==> config.mk <==
export PLATFORM = sky130hd
export DESIGN_NAME = motor_cmd_bank_flat
export DESIGN_NICKNAME = d
export VERILOG_FILES = /design/src/rtl/motor_pkg.sv /design/src/rtl/motor_cmd_bank_if.sv /design/src/rtl/motor_cmd_channel.sv /design/src/rtl/motor_cmd_bank.sv /design/src/flat_wrapper.sv
export SDC_FILE = /design/constraint.sdc
export NUM_CORES = 1
export LEC_CHECK = 0
export CAP_MARGIN = 10
export CORE_UTILIZATION = 58
export DETAILED_ROUTE_END_ITERATION = 10
export GPL_ROUTABILITY_DRIVEN = 0
export HOLD_SLACK_MARGIN = 0.1
export PLACE_DENSITY = 0.83
export SETUP_SLACK_MARGIN = 0.5
export SLEW_MARGIN = 15
export SYNTH_ARGS = -nofsm -noshare
export SYNTH_HDL_FRONTEND = slang
export SYNTH_SLANG_ARGS = --single-unit
==> constraint.sdc <==
create_clock -name clk -period 2.7 [get_ports clk]
set_input_delay 0.27 -clock clk [delete_from_list [all_inputs] [get_ports clk]]
set_output_delay 0.27 -clock clk [all_outputs]
set_load 0.05 [all_outputs]
==> src/rtl/motor_pkg.sv <==
// Shared definitions for the motor command bank.
//   ch_state_t : per-channel FSM state (IDLE, DEAD)
//   DATA_LSB   : lowest bit of the speed/data field in a command word
//   dir_bit()  : bit index of the direction flag for a given data width
//   chg_bit()  : bit index of the change flag for a given data width
// Command word layout: {ignored.., change, dir, data[DATA_W-1:0]}.
package motor_pkg;

  typedef enum logic {
    IDLE = 1'b0,
    DEAD = 1'b1
  } ch_state_t;

  localparam int DATA_LSB = 0;

  function automatic int dir_bit(input int data_w);
    return DATA_LSB + data_w;
  endfunction

  function automatic int chg_bit(input int data_w);
    return DATA_LSB + data_w + 1;
  endfunction

endpackage

==> src/rtl/motor_cmd_bank_if.sv <==
// Host-side command bus of the motor command bank.
//   wr_valid / wr_ready : write handshake
//   wr_ch               : target channel index
//   wr_data             : command word
//   wr_err              : one-cycle pulse after a write to a non-existent channel
//   commit              : apply all pending shadows
// Handshake: a write transfers on every rising clock edge where wr_valid and
// wr_ready are both 1; wr_ch/wr_data must be stable while wr_valid is 1.
// wr_ready never depends on wr_valid. commit is a plain strobe sampled every
// edge and needs no handshake.
interface motor_cmd_bank_if #(
  parameter int NUM_CH = 4,
  parameter int WORD_W = 16
);
  localparam int CH_W = $clog2(NUM_CH) + 1;

  logic              wr_valid;
  logic              wr_ready;
  logic [CH_W-1:0]   wr_ch;
  logic [WORD_W-1:0] wr_data;
  logic              wr_err;
  logic              commit;

  modport master (
    output wr_valid, wr_ch, wr_data, commit,
    input  wr_ready, wr_err
  );

  modport slave (
    input  wr_valid, wr_ch, wr_data, commit,
    output wr_ready, wr_err
  );

endinterface

==> src/rtl/motor_cmd_channel.sv <==
// One motor channel: shadow register, active register, IDLE/DEAD FSM and
// dead-time counter.
//   clk, reset     : clock, asynchronous active-low reset
//   i_wr           : write the shadow this cycle
//   i_wr_word      : {change, dir, data} to write
//   i_commit       : global commit strobe
//   o_data/o_dir   : active data and direction
//   o_change_pulse : one-cycle pulse when an applied change bit differs
//   o_pending      : shadow written since last apply
//   o_busy         : channel is in dead time
//   o_state        : FSM state for observation
module motor_cmd_channel
  import motor_pkg::*;
#(
  parameter int DATA_W       = 11,
  parameter int DEADTIME_CYC = 1000
) (
  input  logic              clk,
  input  logic              reset,
  input  logic              i_wr,
  input  logic [DATA_W+1:0] i_wr_word,
  input  logic              i_commit,
  output logic [DATA_W-1:0] o_data,
  output logic              o_dir,
  output logic              o_change_pulse,
  output logic              o_pending,
  output logic              o_busy,
  output ch_state_t         o_state
);

  localparam int DIR_BIT = dir_bit(DATA_W);
  localparam int CHG_BIT = chg_bit(DATA_W);
  // Keep at least one counter bit so a disabled dead time still elaborates.
  localparam int CNT_W = (DEADTIME_CYC > 0) ? $clog2(DEADTIME_CYC + 1) : 1;
  localparam logic [CNT_W-1:0] CNT_LOAD =
    (DEADTIME_CYC > 0) ? CNT_W'(DEADTIME_CYC - 1) : '0;

  logic [DATA_W+1:0] r_shadow;
  logic [DATA_W+1:0] r_held;
  logic              r_pending;
  logic [DATA_W-1:0] r_data;
  logic              r_dir;
  logic              r_chg;
  logic              r_pulse;
  logic [CNT_W-1:0]  r_cnt;
  ch_state_t         r_state;

  logic w_apply;
  logic w_reversal;
  logic w_shadow_toggles;
  logic w_held_toggles;

  assign w_apply = i_commit && r_pending;

  // A reversal only needs dead time if the motor is actually moving.
  assign w_reversal = (r_shadow[DIR_BIT] != r_dir) && (r_data != '0) &&
                      (DEADTIME_CYC != 0);

  // Suppress a pulse right after another so the pulse never stretches.
  assign w_shadow_toggles = (r_shadow[CHG_BIT] != r_chg) && !r_pulse;
  assign w_held_toggles   = (r_held[CHG_BIT] != r_chg) && !r_pulse;

  always_ff @(posedge clk or negedge reset) begin
    if (!reset) begin
      r_shadow  <= '0;
      r_held    <= '0;
      r_pending <= 1'b0;
      r_data    <= '0;
      r_dir     <= 1'b0;
      r_chg     <= 1'b0;
      r_pulse   <= 1'b0;
      r_cnt     <= '0;
      r_state   <= IDLE;
    end else begin
      r_pulse <= 1'b0;

      // A write in the commit cycle wins over the clear: the commit took the
      // pre-write shadow, and the new word waits for the next commit.
      if (i_wr) begin
        r_shadow  <= i_wr_word;
        r_pending <= 1'b1;
      end else if (w_apply) begin
        r_pending <= 1'b0;
      end

      case (r_state)
        IDLE: begin
          r_cnt <= '0;
          if (w_apply) begin
            if (w_reversal) begin
              r_state <= DEAD;
              r_data  <= '0;
              r_held  <= r_shadow;
              r_cnt   <= CNT_LOAD;
            end else begin
              r_data  <= r_shadow[DATA_LSB +: DATA_W];
              r_dir   <= r_shadow[DIR_BIT];
              r_chg   <= r_shadow[CHG_BIT];
              r_pulse <= w_shadow_toggles;
            end
          end
        end

        DEAD: begin
          if (w_apply) begin
            r_held <= r_shadow;
            if (r_shadow[DIR_BIT] == r_dir) begin
              // Host returned to the original direction: no dead time needed.
              r_state <= IDLE;
              r_cnt   <= '0;
              r_data  <= r_shadow[DATA_LSB +: DATA_W];
              r_dir   <= r_shadow[DIR_BIT];
              r_chg   <= r_shadow[CHG_BIT];
              r_pulse <= w_shadow_toggles;
            end else begin
              r_cnt <= CNT_LOAD;
            end
          end else if (r_cnt == '0) begin
            r_state <= IDLE;
            r_data  <= r_held[DATA_LSB +: DATA_W];
            r_dir   <= r_held[DIR_BIT];
            r_chg   <= r_held[CHG_BIT];
            r_pulse <= w_held_toggles;
          end else begin
            r_cnt <= r_cnt - 1'b1;
          end
        end

        default: r_state <= IDLE;
      endcase
    end
  end

  assign o_data         = r_data;
  assign o_dir          = r_dir;
  assign o_change_pulse = r_pulse;
  assign o_pending      = r_pending;
  assign o_busy         = (r_state == DEAD);
  assign o_state        = r_state;

endmodule

==> src/rtl/motor_cmd_bank.sv <==
// Multi-channel double-buffered motor command register bank. Host writes go
// to per-channel shadows; commit moves every pending shadow to the active
// outputs at once, with a zero-speed dead time on direction reversals.
//   clk, reset   : clock, asynchronous active-low reset
//   bus          : host command bus (slave side)
//   data_out     : active data, channel c at [c*DATA_W +: DATA_W]
//   direction    : active direction per channel
//   change_pulse : per-channel change pulse
//   pending      : per-channel shadow-written flag
//   busy         : per-channel dead-time flag
//   o_dbg_state  : per-channel FSM state (1 = DEAD)
// WORD_W must be at least DATA_W+2.
module motor_cmd_bank
  import motor_pkg::*;
#(
  parameter int NUM_CH       = 4,
  parameter int DATA_W       = 11,
  parameter int WORD_W       = 16,
  parameter int DEADTIME_CYC = 1000
) (
  input  logic                     clk,
  input  logic                     reset,
  motor_cmd_bank_if.slave          bus,
  output logic [NUM_CH*DATA_W-1:0] data_out,
  output logic [NUM_CH-1:0]        direction,
  output logic [NUM_CH-1:0]        change_pulse,
  output logic [NUM_CH-1:0]        pending,
  output logic [NUM_CH-1:0]        busy,
  output logic [NUM_CH-1:0]        o_dbg_state
);

  localparam int CH_W = $clog2(NUM_CH) + 1;

  logic      r_wr_ready;
  logic      r_wr_err;
  logic      w_wr_fire;
  logic      w_ch_ok;
  ch_state_t w_state [NUM_CH];

  assign w_wr_fire = bus.wr_valid && r_wr_ready;
  assign w_ch_ok   = (bus.wr_ch < CH_W'(NUM_CH));

  // Ready comes up one cycle after reset release and then stays up.
  always_ff @(posedge clk or negedge reset) begin
    if (!reset) begin
      r_wr_ready <= 1'b0;
      r_wr_err   <= 1'b0;
    end else begin
      r_wr_ready <= 1'b1;
      r_wr_err   <= w_wr_fire && !w_ch_ok;
    end
  end

  assign bus.wr_ready = r_wr_ready;
  assign bus.wr_err   = r_wr_err;

  // Command bits above the change flag carry nothing.
  if (WORD_W > DATA_W + 2) begin : g_hi_bits
    logic w_unused_hi;
    assign w_unused_hi = ^bus.wr_data[WORD_W-1:DATA_W+2];
  end

  for (genvar c = 0; c < NUM_CH; c++) begin : g_ch
    logic w_wr_en;
    assign w_wr_en = w_wr_fire && (bus.wr_ch == CH_W'(c));

    motor_cmd_channel #(
      .DATA_W       (DATA_W),
      .DEADTIME_CYC (DEADTIME_CYC)
    ) u_ch (
      .clk            (clk),
      .reset          (reset),
      .i_wr           (w_wr_en),
      .i_wr_word      (bus.wr_data[DATA_W+1:0]),
      .i_commit       (bus.commit),
      .o_data         (data_out[c*DATA_W +: DATA_W]),
      .o_dir          (direction[c]),
      .o_change_pulse (change_pulse[c]),
      .o_pending      (pending[c]),
      .o_busy         (busy[c]),
      .o_state        (w_state[c])
    );

    assign o_dbg_state[c] = (w_state[c] == DEAD);
  end

endmodule

==> src/flat_wrapper.sv <==
// flat-port wrapper written by rule: the top's interface ports become plain ports
module motor_cmd_bank_flat import motor_pkg::*;
#(
  parameter int NUM_CH       = 4,
  parameter int DATA_W       = 11,
  parameter int WORD_W       = 16,
  parameter int DEADTIME_CYC = 1000
)
  (clk, reset, data_out, direction, change_pulse, pending, busy, o_dbg_state, bus_wr_valid, bus_wr_ch, bus_wr_data, bus_commit, bus_wr_ready, bus_wr_err);
  motor_cmd_bank_if #(.NUM_CH(NUM_CH), .WORD_W(WORD_W)) bus_i ();
  input  logic clk;
  input  logic reset;
  output logic [NUM_CH*DATA_W-1:0] data_out;
  output logic [NUM_CH-1:0] direction;
  output logic [NUM_CH-1:0] change_pulse;
  output logic [NUM_CH-1:0] pending;
  output logic [NUM_CH-1:0] busy;
  output logic [NUM_CH-1:0] o_dbg_state;
  input wire logic [$bits(bus_i.wr_valid)-1:0] bus_wr_valid;
  input wire logic [$bits(bus_i.wr_ch)-1:0] bus_wr_ch;
  input wire logic [$bits(bus_i.wr_data)-1:0] bus_wr_data;
  input wire logic [$bits(bus_i.commit)-1:0] bus_commit;
  output wire logic [$bits(bus_i.wr_ready)-1:0] bus_wr_ready;
  output wire logic [$bits(bus_i.wr_err)-1:0] bus_wr_err;
  assign bus_i.wr_valid = bus_wr_valid;
  assign bus_i.wr_ch = bus_wr_ch;
  assign bus_i.wr_data = bus_wr_data;
  assign bus_i.commit = bus_commit;
  assign bus_wr_ready = bus_i.wr_ready;
  assign bus_wr_err = bus_i.wr_err;
  motor_cmd_bank #(.NUM_CH(NUM_CH), .DATA_W(DATA_W), .WORD_W(WORD_W), .DEADTIME_CYC(DEADTIME_CYC)) u_core (.clk(clk), .reset(reset), .bus(bus_i), .data_out(data_out), .direction(direction), .change_pulse(change_pulse), .pending(pending), .busy(busy), .o_dbg_state(o_dbg_state));
endmodule
==> run metrics <==
run status finished, final reports clean; layout cell share with drive strength beyond 1 between 20% and 30%; maximum clock path buffer count 3; Die Wd 131 µm; Avg Inst Size Synth about 12 µm²; worst path cell trace nor4_1, nand3_1, a32oi_1, buf_4, mux2_2; crit path max fanout 9; asr flop ratio synth 100%; total power ~11 mW; Final Skew around 0.0099 ns; vias 6695; Max-slew headroom a little over half; worst path arrival time approximately 2.6 ns; Final HPWL DP 14900 µm; PwrDens 971 nW/µm²; post-synthesis sequential area ratio 54.3%; P&R area growth vs syn 18.8%; final WL ~22000 µm; clock-pin slew on the worst setup and hold paths 0.06 ns; Max Cap Viol 0; min cycle time layout ~2.2 ns; antenna cells 0; total global routing track utilization between 20% and 30%; global-route wire length before repair around 36000 µm; Slew @ Worst Pin between 0.7 and 0.8 ns; RSZ-0062 raised after global routing true; uppermost layer routed met5; CTS buffer count 22; largest net degree at the start of global routing 77; final hold viol count 0; cell area after synthesis between 9000 and 10000 µm²; Critical Path Slowest Stage Cell nor4_1; syn_nets roughly 810; worst-skew pair later-pin latency slightly above 0.5 ns; clk sinks between 200 and 250; WL/cell 20.1 µm; CP Launch Type register; CP Buf/Inv Count 1; Synth Area in Compound Gates approximately 11%; Netlist cell types 60; largest family of logic cells by synthesized area multiplexers; Final nets roughly 900; number of synthesized register bits between 200 and 250; Post-Synth Simple-Gate Area under 10%; Starting Density approximately 60%; GRT Residual Overflow 0; CP max stage delay between 0.5 and 0.6 ns; post-synthesis xor/xnor area fraction between 2 and 2.5%; fin. max-slew vios 0; Met3 Wirelength between 900 and 1000 µm; post-route antenna net violation count 0; initial antenna violation count 1; Std-Cell Core Area roughly 16000 µm²; adder-cell area share of the yosys netlist less than 1%; Sum Neg Setup Slack 0 ns; crit path kind register to register; Rows between 40 and 50; # DRC 0; Gate Count Post-Synth a little under 800; I/O pin total 89; LEAKAGE roughly 5.2 nW; DR vias/cell 6.08; # setup viols final 0; DIE AREA 17200 µm²; port buffer count 85; Post-synth EDFFs 0; H-tree depth 1; met2 wire len about 11000 µm; critical path's top delay family simple AND/OR/NAND/NOR gates; met1 wire length between 9000 and 10000 µm; min-delay worst type primary input to asynchronous set/reset pin; CTS Root Cell clkbuf_16; Critical Path Sink Type register; DR pass1 iterations 5; post-synthesis mux area share a little under a fifth; vias in the first global route ~7000; IR drop worst, VDD 1.02 mV; CTS tree built; DRT iter0 DRCs roughly 470; Yosys warnings 0; fmax about 0.46 GHz; Req. time, crit path just over 3 ns; Die Ht roughly 130 µm; Most used DFF post-synth dfrtp_1; part of the cycle the worst path needs between 80 and 90%
[cells by family (layout without fill, tap and decap cells)]
logic type      count (synthesis)  after routing
simple gates                  170            170
xor+xnor                       24             24
compound gates                148            148
other cells                     1              1
buf+inv                        69            167
flops                         210            210
mux                           161            161
fa+ha+maj                       4              4
[flip-flops by register name, summed over array words and instances (netlist names)]
| signal | cells |
|---|---|
| u_core.g_ch.u_ch.o_busy | 4 |
| u_core.bus.wr_ready | 1 |
| u_core.g_ch.u_ch.o_change_pulse | 4 |
| u_core.bus.wr_err | 1 |
| u_core.g_ch.u_ch.r_held | 52 |
| u_core.g_ch.u_ch.r_cnt | 40 |
| u_core.g_ch.u_ch.r_shadow | 52 |
| u_core.g_ch.u_ch.o_pending | 4 |
| u_core.g_ch.u_ch.o_data | 44 |
| u_core.g_ch.u_ch.r_chg | 4 |
| u_core.g_ch.u_ch.o_dir | 4 |
[layout make-up]
type | count | area (µm²)
flip-flops and latches | 210 | 5260
repair buffers | 118 | 1130
clock buffers | 30 | 611
clock inverters | 8 | 80.1
fillers | 1040 | 4570
inverters | 11 | 41.3
well taps | 216 | 270
multi-input cells | 508 | 4100
[where the power goes]
part,switching (mW),leakage (nW),total (mW),internal [mW]
logic,2.10,2.03,3.68,1.58
registers,0.660,2.79,4.57,3.91
clock network,1.22,0.344,2.90,1.68
[timing repair]
item,CTS,global route
setup buffers,0,3
setup endpoints to repair,7,34
hold buffers,1,0
endpoints found under the hold margin,62,0
resized for setup,4,8
pin swaps,0,1
[metal layers]
layer | GRT usage (%) | up-vias
met5 | 0 | -
met4 | 9.54 | 2
met3 | 4.13 | 62
met2 | 44.9 | 189
met1 | 34.3 | 3389
li1 | - | 3053
[worst paths after layout]
check | end | slack (ns) | cells after the start | start
worst max-delay path | u_core.g_ch[0].u_ch.r_held[8]$_DFFE_PN0P_ | 0.54 | 5 | u_core.g_ch[0].u_ch.o_data[1]$_DFFE_PN0P_
worst min-delay path | u_core.g_ch[1].u_ch.r_cnt[2]$_DFFE_PN0P_ | 0.30 | 2 | reset
worst max register to register | u_core.g_ch[0].u_ch.r_held[8]$_DFFE_PN0P_ | 0.54 | 5 | u_core.g_ch[0].u_ch.o_data[1]$_DFFE_PN0P_
worst min register to register | u_core.g_ch[3].u_ch.r_held[11]$_DFFE_PN0P_ | 0.51 | 1 | u_core.g_ch[3].u_ch.r_held[11]$_DFFE_PN0P_
max in group asynchronous | u_core.g_ch[0].u_ch.r_cnt[1]$_DFFE_PN0P_ | 1.59 | 3 | reset
min in group clk | u_core.bus.wr_err$_DFF_PN0_ | 0.43 | 2 | bus_wr_valid
[Yosys cell counts, drive strengths merged (4+ instances only)]
master   count  share of area, %
a21bo        4              0.41
a21boi       5              0.39
a21o         4              0.31
a21oi       25               1.3
a22oi        6              0.47
a32oi        5              0.45
and2         6              0.39
buf         42               2.8
clkbuf      16              0.62
dfrtp      210                54
ha           4              0.52
inv         11              0.43
mux2       112                13
mux2i       49               5.1
nand2       39               1.5
nand3        7              0.36
nor2        33               1.3
nor2b        6              0.39
nor3        20               1.0
nor4        22               1.8
o21a         7              0.54
o21ai       20               1.0
o2bb2ai     47               4.3
o31ai        8              0.62
or3          7              0.45
or4          9              0.74
xnor2       14               1.3
xor2        10              0.91
[per-stage QoR]
stage | hold slack (ns) | area, µm² | setup WS (ns) | std cells | util, %
2_1_floorplan | -0.0256 | 9670 | 0.513 | 787 | -
4_1_cts | 0.328 | 11400 | 0.500 | 1098 | 71.1
3_3_place_gp | 0.282 | 10700 | 0.403 | 1059 | 66.7
5_1_grt | 0.359 | 11500 | 0.467 | 1101 | 71.5
6_report | 0.305 | 11500 | 0.535 | 1101 | 71.5
3_5_place_dp | 0.287 | 10700 | 0.364 | 1059 | 66.7
[worst register-to-register path: cells and delay by family, from the launching register on]
family | cells | cell delay, ns
AOI/OAI and AO/OA | 1 | 0.28
buffers and inverters | 1 | 0.25
DFF | 1 | 0.42
muxes | 1 | 0.36
and+or+nand+nor | 2 | 0.74
[layout by cell type, fill, tap and decap left out, types with 22 or more instances in the layout]
master | netlist | routed
mux2i_1 | 49 | 49
o2bb2ai_1 | 46 | 45
clkbuf_16 | 0 | 22
a21oi_1 | 25 | 25
nor2_1 | 33 | 33
buf_4 | 21 | 30
clkdlybuf4s50_1 | 0 | 82
mux2_2 | 112 | 112
dfrtp_1 | 210 | 210
nand2_1 | 39 | 39
Power figures use the tool's default switching activity.
